<file path="src/rtl/seg7_scan_driver.sv">
// Time-multiplexed seven-segment driver: scans one digit per SCAN_DIV cycles,
// decodes through a single shared table, and drives registered active-low pins.
// Input codes are snapshotted once per frame so a scan never mixes two values.
module seg7_scan_driver #(
  parameter int NUM_DIGITS   = 4,
  parameter int SCAN_DIV     = 50000,
  parameter int BLINK_FRAMES = 64
) (
  input  logic                    clk,
  input  logic                    rst,
  input  logic [4*NUM_DIGITS-1:0] digits,
  input  logic [NUM_DIGITS-1:0]   dp_en,
  input  logic [NUM_DIGITS-1:0]   blink_en,
  input  logic                    blank_lz,
  output logic [7:0]              seg_n,
  output logic [NUM_DIGITS-1:0]   an_n,
  output logic                    frame_start
);

  localparam int CW = (SCAN_DIV > 1) ? $clog2(SCAN_DIV) : 1;
  localparam int IW = (NUM_DIGITS > 1) ? $clog2(NUM_DIGITS) : 1;
  localparam int FW = (BLINK_FRAMES > 1) ? $clog2(BLINK_FRAMES) : 1;

  localparam logic [CW-1:0] CNT_LAST = CW'(SCAN_DIV - 1);
  localparam logic [IW-1:0] IDX_LAST = IW'(NUM_DIGITS - 1);
  localparam logic [FW-1:0] FC_LAST  = FW'(BLINK_FRAMES - 1);

  logic [CW-1:0]           cnt;
  logic [IW-1:0]           idx;
  logic [FW-1:0]           fc;
  logic                    ph;
  logic                    first;
  logic [4*NUM_DIGITS-1:0] snap_dig;
  logic [NUM_DIGITS-1:0]   snap_dp;
  logic [NUM_DIGITS-1:0]   snap_blink;

  logic                    step;
  logic                    load;
  logic                    upper_zero;
  logic [NUM_DIGITS-1:0]   sup;
  logic [NUM_DIGITS-1:0]   an_nxt;
  logic [3:0]              cur_code;
  logic                    cur_dp;
  logic                    cur_blink;
  logic                    cur_sup;
  logic [7:0]              seg_nxt;

  // Segment pattern a..g (active-low) for each 4-bit display code.
  function automatic logic [6:0] seg7(input logic [3:0] code);
    case (code)
      4'd0:    seg7 = 7'b0000001;
      4'd1:    seg7 = 7'b1001111;
      4'd2:    seg7 = 7'b0010010;
      4'd3:    seg7 = 7'b0000110;
      4'd4:    seg7 = 7'b1001100;
      4'd5:    seg7 = 7'b0100100;
      4'd6:    seg7 = 7'b0100000;
      4'd7:    seg7 = 7'b0001111;
      4'd8:    seg7 = 7'b0000000;
      4'd9:    seg7 = 7'b0000100;
      4'd10:   seg7 = 7'b1111111;
      4'd11:   seg7 = 7'b1111110;
      4'd12:   seg7 = 7'b0110001;
      4'd13:   seg7 = 7'b1000010;
      4'd14:   seg7 = 7'b0110000;
      default: seg7 = 7'b0111000;
    endcase
  endfunction

  assign step = (cnt == CNT_LAST);
  assign load = first | (step & (idx == IDX_LAST));

  // Leading-zero mask: walk down from the top digit while every code seen is 0.
  always_comb begin
    upper_zero = 1'b1;
    sup        = '0;
    for (int i = NUM_DIGITS - 1; i >= 1; i--) begin
      upper_zero = upper_zero & (snap_dig[4*i +: 4] == 4'd0);
      sup[i]     = blank_lz & upper_zero;
    end
  end

  // Select the digit under idx and form the next pin values.
  always_comb begin
    cur_code  = 4'd0;
    cur_dp    = 1'b0;
    cur_blink = 1'b0;
    cur_sup   = 1'b0;
    an_nxt    = '1;
    for (int i = 0; i < NUM_DIGITS; i++) begin
      if (idx == IW'(i)) begin
        cur_code  = snap_dig[4*i +: 4];
        cur_dp    = snap_dp[i];
        cur_blink = snap_blink[i];
        cur_sup   = sup[i];
        an_nxt[i] = 1'b0;
      end
    end
    if (cur_sup | (cur_blink & ph))
      seg_nxt = 8'hFF;
    else
      seg_nxt = {seg7(cur_code), ~cur_dp};
  end

  // Scan position, per-frame input snapshot and blink phase.
  always_ff @(posedge clk or posedge rst) begin
    if (rst) begin
      cnt        <= '0;
      idx        <= '0;
      fc         <= '0;
      ph         <= 1'b0;
      first      <= 1'b1;
      snap_dig   <= {NUM_DIGITS{4'hA}};
      snap_dp    <= '0;
      snap_blink <= '0;
    end else begin
      first <= 1'b0;
      if (step) begin
        cnt <= '0;
        if (idx == IDX_LAST)
          idx <= '0;
        else
          idx <= idx + 1'b1;
      end else begin
        cnt <= cnt + 1'b1;
      end
      if (load) begin
        snap_dig   <= digits;
        snap_dp    <= dp_en;
        snap_blink <= blink_en;
        if (!first) begin
          if (fc == FC_LAST) begin
            fc <= '0;
            ph <= ~ph;
          end else begin
            fc <= fc + 1'b1;
          end
        end
      end
    end
  end

  // Registered pin drivers, trailing idx by one cycle.
  always_ff @(posedge clk or posedge rst) begin
    if (rst) begin
      seg_n       <= 8'hFF;
      an_n        <= '1;
      frame_start <= 1'b0;
    end else begin
      seg_n       <= seg_nxt;
      an_n        <= an_nxt;
      frame_start <= load;
    end
  end

endmodule

</file>
<file path="config.mk">
export PLATFORM = sky130hd
export DESIGN_NAME = seg7_scan_driver
export DESIGN_NICKNAME = d
export VERILOG_FILES = /design/src/rtl/seg7_scan_driver.sv
export SDC_FILE = /design/constraint.sdc
export NUM_CORES = 1
export LEC_CHECK = 0
export CELL_PAD_IN_SITES_DETAIL_PLACEMENT = 2
export CELL_PAD_IN_SITES_GLOBAL_PLACEMENT = 2
export CORE_MARGIN = 5
export CORE_UTILIZATION = 40
export DETAILED_ROUTE_END_ITERATION = 6
export GPL_ROUTABILITY_DRIVEN = 0
export GPL_TIMING_DRIVEN = 0
export PLACE_DENSITY_LB_ADDON = 0.1
export SYNTH_ARGS = -nofsm -noshare
export SYNTH_HDL_FRONTEND = slang
export SYNTH_SLANG_ARGS = --single-unit
</file>
<file path="constraint.sdc">
create_clock -name clk -period 3.5 [get_ports clk]
set_input_delay 0.35 -clock clk [delete_from_list [all_inputs] [get_ports clk]]
set_output_delay 0.35 -clock clk [all_outputs]
set_load 0.01 [all_outputs]
</file>
Word level (Yosys, flattened, before mapping)
Memory sizes are Yosys's and may differ from the RTL's.
Cells that the tools add are included.

operators by class
  multiplexer cells = 23
  reduce and logical (&&, ||, !) cells = 6
  bitwise gates (word level) = 12
  eq/ne operators = 5
  add/subtract/negate cells = 3

operators by type and width
  operator               number
  $add 16x1->16 const B  1
  $eq 16x16->1 const B   1
  $mux 16                1
  $mux 4                 4
  $mux 1                 15
  $logic_not 4->1        3
  $mux 8                 1
  $and 1x1->1            7
  $add 6x1->6 const B    1
  $eq 6x6->1 const B     1
  $mux 6                 1
  $eq 2x2->1 const B     2
  $not 1->1              3
  $reduce_and 3->1       1
  $add 2x1->2 const B    1
  $eq 2x1->1 const B     1
  $logic_not 2->1        1
  $mux 2                 1
  $or 1x1->1             2
  $reduce_and 2->1       1

word-level totals
  input port bits = 27
  register bits after elaboration = 63
  word-level logic and storage cells = 61
  memory bits (read-only) = 112
  memories = 1

memories
  memory           depth  width  read ports  clocked after memory_dff  wr ports  line  source
  (no name shown)  16     7      1           0                         0         50    case (code)

Depth between registers and ports, before layout
  word-level depth = 9
  mapped depth = 11

Worst setup path before layout
Ideal clock, no wire load.

  path kind = register to register
  from = register idx[1]
  to = register seg_n[1]
  buffers on the path = 1
  cell stages (with the launch flop) = 11
  data arrival time = 2.215 ns
  slack = 1.158 ns
  required time = 3.372 ns
  library setup time = 0.128 ns
  cells stage by stage = dfrtp_1 > inv_1 > ha_1 > clkbuf_1 > and3b_1 > o221ai_1 > inv_1 > ha_1 > nor2_1 > a211o_1 > o311ai_0

on the way
  word-level cells in the longest chain between the ends = 8
  elaborated cells between the ends (all ways) = 19
  those cells by class = eq/ne (3); mux (12); bitwise (2); reduce/logical (1); memory (1)

RTL lines
  element                                                               line  source
  start, declared                                                       29    logic [IW-1:0] idx;
  start signal, assigned                                                123   idx <= idx + 1'b1;
  parallel branches: the longest is 7 deep, another holds $mem_v2 16x7  n/a
  $mux 8 (*)                                                            99    if (cur_sup | (cur_blink & ph))
  via seg_nxt[1]                                                        46    logic [7:0] seg_nxt;
  end signal, assigned                                                  150   seg_n <= seg_nxt;
  end, declared                                                         15    output logic [7:0] seg_n,

Mark *: on every way through the listed nets, which the timed path passes.
A chain may end at the register's enable or synchronous reset.

Worst setup path after layout
Ends and elaborated chain as after synthesis.

==> impl_metrics.toml <==
[synth]
yosys.area.top_type = "dfrtp_1"
synthCells = 266
postSynth.asyncResetShare = 1.00
synth_edf_count = 0
synth_nets = 306
synth_area_per_cell_sq_um = 11.7
netlist.area_leader.share = 0.337
yosysSeqAreaShare = 0.514
yosysUniqueCellTypes = 44
ys_seq_elements = 63
yosysWarningCount = 0
ys_top_cells_by_count = "dfrtp_1 (42), nor2_1 (23), dfstp_2 (21)"
syn-cell-area_sq_um = 3120
most_frequent_cell_after_synthesis = "dfrtp_1"
synth.top_cells.by_area = "dfrtp_1 (34%), dfstp_2 (18%), mux2_4 (9.2%)"
dominantRegCellSynth = "dfrtp_1"

[timing]
timing.max_slew.rel_slack = 0.320
finalClockSkew_ns = 0.0109
final_hold_viol_count = 0
final_count_of_negative_setup_slack_endpoints = 0
max_slew.worst_pin.slew_ns = 1.01
maxClockFrequency_ghz = 0.320
min_period_over_period = 0.892
final.setup.tns_ns = 0
timing_max_transition_violations_final = 0
rsz0062_at_grt = "false"
min_period_ns = 3.12

[clock_network]
clock_sinks = 63
cts_made_buffers = 9
htree_num_levels = 3
cts_root_buffer = "clkbuf_8"
ctsResizeCount = 0
clock_tree_from_tritoncts = "done"
count_of_buffers_added_by_post_cts_timing_repair_for_setup = 0
insertion_delay_ns = 0.34
clock_path_buffers = 2
cts.clk_slew.worst_paths_ns = 0.08
postCtsHoldBufs = 0

[worst_setup_path]
r2r_path_end = "seg_n[1]"
timing.critical_path.arrival_ns = 3.30
regToRegStartpoint = "idx[1]"
setup.worst_path.end = "seg_n[1]"
critical_path_class = "reg2reg"
crit_path_start = "idx[1]"
reg2reg_setup_slack_ns = 0.38
cp_max_fo = 10
worstSetupEndpointType = "flop"
rr_worst_depth = 10
critical_path.startpoint_type = "flop"
crit_required_ns = 3.67

[global_routing]
grt_pass1_wl_microns = 13300
use_met1 = 0.241
grt_usage = 0.173
globalRouteMet2Util = 0.277
grt_max_degree = 37
global_route.peak_usage_layer = "met2"
met3_usage = 0.0279
antenna_found_initial = 0
vias_in_the_first_global_route = 2490
grt-ovfl-total = 0

[routing]
detail_route.drc_violations = 0
vias = 2254
wl_per_cell_microns = 18.9
drt-vias-per-instance = 5.32
drt-initial-drc-count = 50
antenna_left = 0
first_pass_detailed_route_iteration_total = 4
wirelength_microns = 8020

[die]
die_h_microns = 98.3
chipWidth_microns = 98.3
initial_utilization = 0.407
pin_count = 40
core_sq_um = 7650
dieArea_sq_um = 9650
fp-row-count = 32

[pwr]
fin_total_pwr_mw = 1.66
peakVddDrop_v = 0.000209
power.leakage_nw = 1.66
power-per-cell-area_nw_per_um2 = 432

[place]
place_hpwl_microns = 5900
count_of_input_and_output_buffers = 39

[outcome]
run_status = "completed"

[final_layout]
ratio_of_cells_with_drive_above_1_in_the_final_layout = 0.217
num_antenna_cells = 0
syn2layout_area_growth_pct = 23.3
fin_nets = 357

[job]
maxCapViolCount = 0

[hold_path]
min-delay-path-class = "in2async"
## stage by stage
| step | utilization | hold slack (ns) | setup slack [ns] | instances | cell area (sq um) |
|---|---|---|---|---|---|
| 2_1_floorplan | - | 0.438 | 1.16 | 266 | 3120 |
| 5_1_grt | 0.502 | 0.467 | 0.127 | 424 | 3840 |
| 6_report | 0.502 | 0.424 | 0.377 | 424 | 3840 |
| 3_5_place_dp | 0.478 | 0.490 | 0.398 | 408 | 3650 |
| 3_3_place_gp | 0.475 | 0.466 | 0.368 | 407 | 3630 |
| 4_1_cts | 0.502 | 0.435 | 0.336 | 424 | 3840 |
## cells by family after synthesis
| kind of cell | after synthesis | synth area share |
|---|---|---|
| xor+xnor | 17 | 0.0478 |
| buf+inv | 19 | 0.0277 |
| compound gates | 42 | 0.0968 |
| fa+ha+maj | 13 | 0.0522 |
| other cells | 1 | 0.00120 |
| flops | 63 | 0.514 |
| mux | 24 | 0.110 |
| simple gates | 87 | 0.150 |
## layout by cell type (no fill, tap or decap), types with 3 or more instances in the layout
master,n
clkbuf_8,12
a211oi_1,5
o21ai_0,13
mux2_4,19
a221oi_1,3
and3_1,4
inv_1,10
nand3b_1,3
ha_1,13
nor2b_1,4
dfstp_2,21
nand3_1,12
a21oi_1,4
xor2_1,9
clkbuf_1,7
nor3_1,3
nor2_1,23
clkdlybuf4s50_1,39
nand2_1,20
xnor2_1,8
mux2_2,5
o221ai_1,3
nand4_1,3
dfrtp_1,42
nor4_1,3
## where the power goes
group | switching (mW) | internal [mW] | leakage (nW)
Combinational | 0.105 | 0.129 | 0.815
Clock | 0.291 | 0.313 | 0.0954
Sequential | 0.0276 | 0.794 | 0.754
Total | 0.424 | 1.24 | 1.66
## how the worst min path moves through the flow
| stage | slack, ns | depth (start not counted) | start | to |
|---|---|---|---|---|
| final | 0.42 | 2 | rst | cnt[0] |
| after global routing | 0.47 | 2 | rst | cnt[0] |
| after global placement | 0.47 | 1 | fc[5] | fc[5] |
| after floorplan | 0.44 | 1 | fc[5] | fc[5] |
| after CTS | 0.43 | 2 | rst | cnt[0] |
| after detailed placement | 0.49 | 1 | ph | ph |
## final cells by class
type | instances | area (sq um)
fillers | 780 | 3810
flip-flops and latches | 63 | 1600
multi-input cells | 184 | 1430
repair buffers | 40 | 410
clock buffers | 13 | 169
well taps | 102 | 128
plain buffers | 8 | 45.0
inverters | 11 | 41.3
clock inverters | 3 | 17.5
## registers in the layout, indices dropped and copies added, names as in the netlist
| register | count |
|---|---|
| snap_dp | 4 |
| idx | 2 |
| ph | 1 |
| snap_dig | 16 |
| an_n | 4 |
| first | 1 |
| fc | 6 |
| cnt | 16 |
| seg_n | 8 |
| snap_blink | 4 |
| frame_start | 1 |
## critical path: stages (launching register included)
cell and delay, ns:
dfrtp_1 0.40, inv_1 0.11, ha_1 0.20, clkbuf_1 0.42
and3b_1 0.25, o221ai_1 0.67, inv_1 0.23, ha_1 0.27
nor2_1 0.14, a211o_1 0.12, o311ai_0 0.17
## metal layers
layer | vias up | part of all wire
li1 | 1043 | -
met1 | 1165 | 0.47
met2 | 36 | 0.49
met3 | 10 | 0.028
met4 | 0 | 0.012
met5 | - | 0
(Power assumes the default switching activity.)
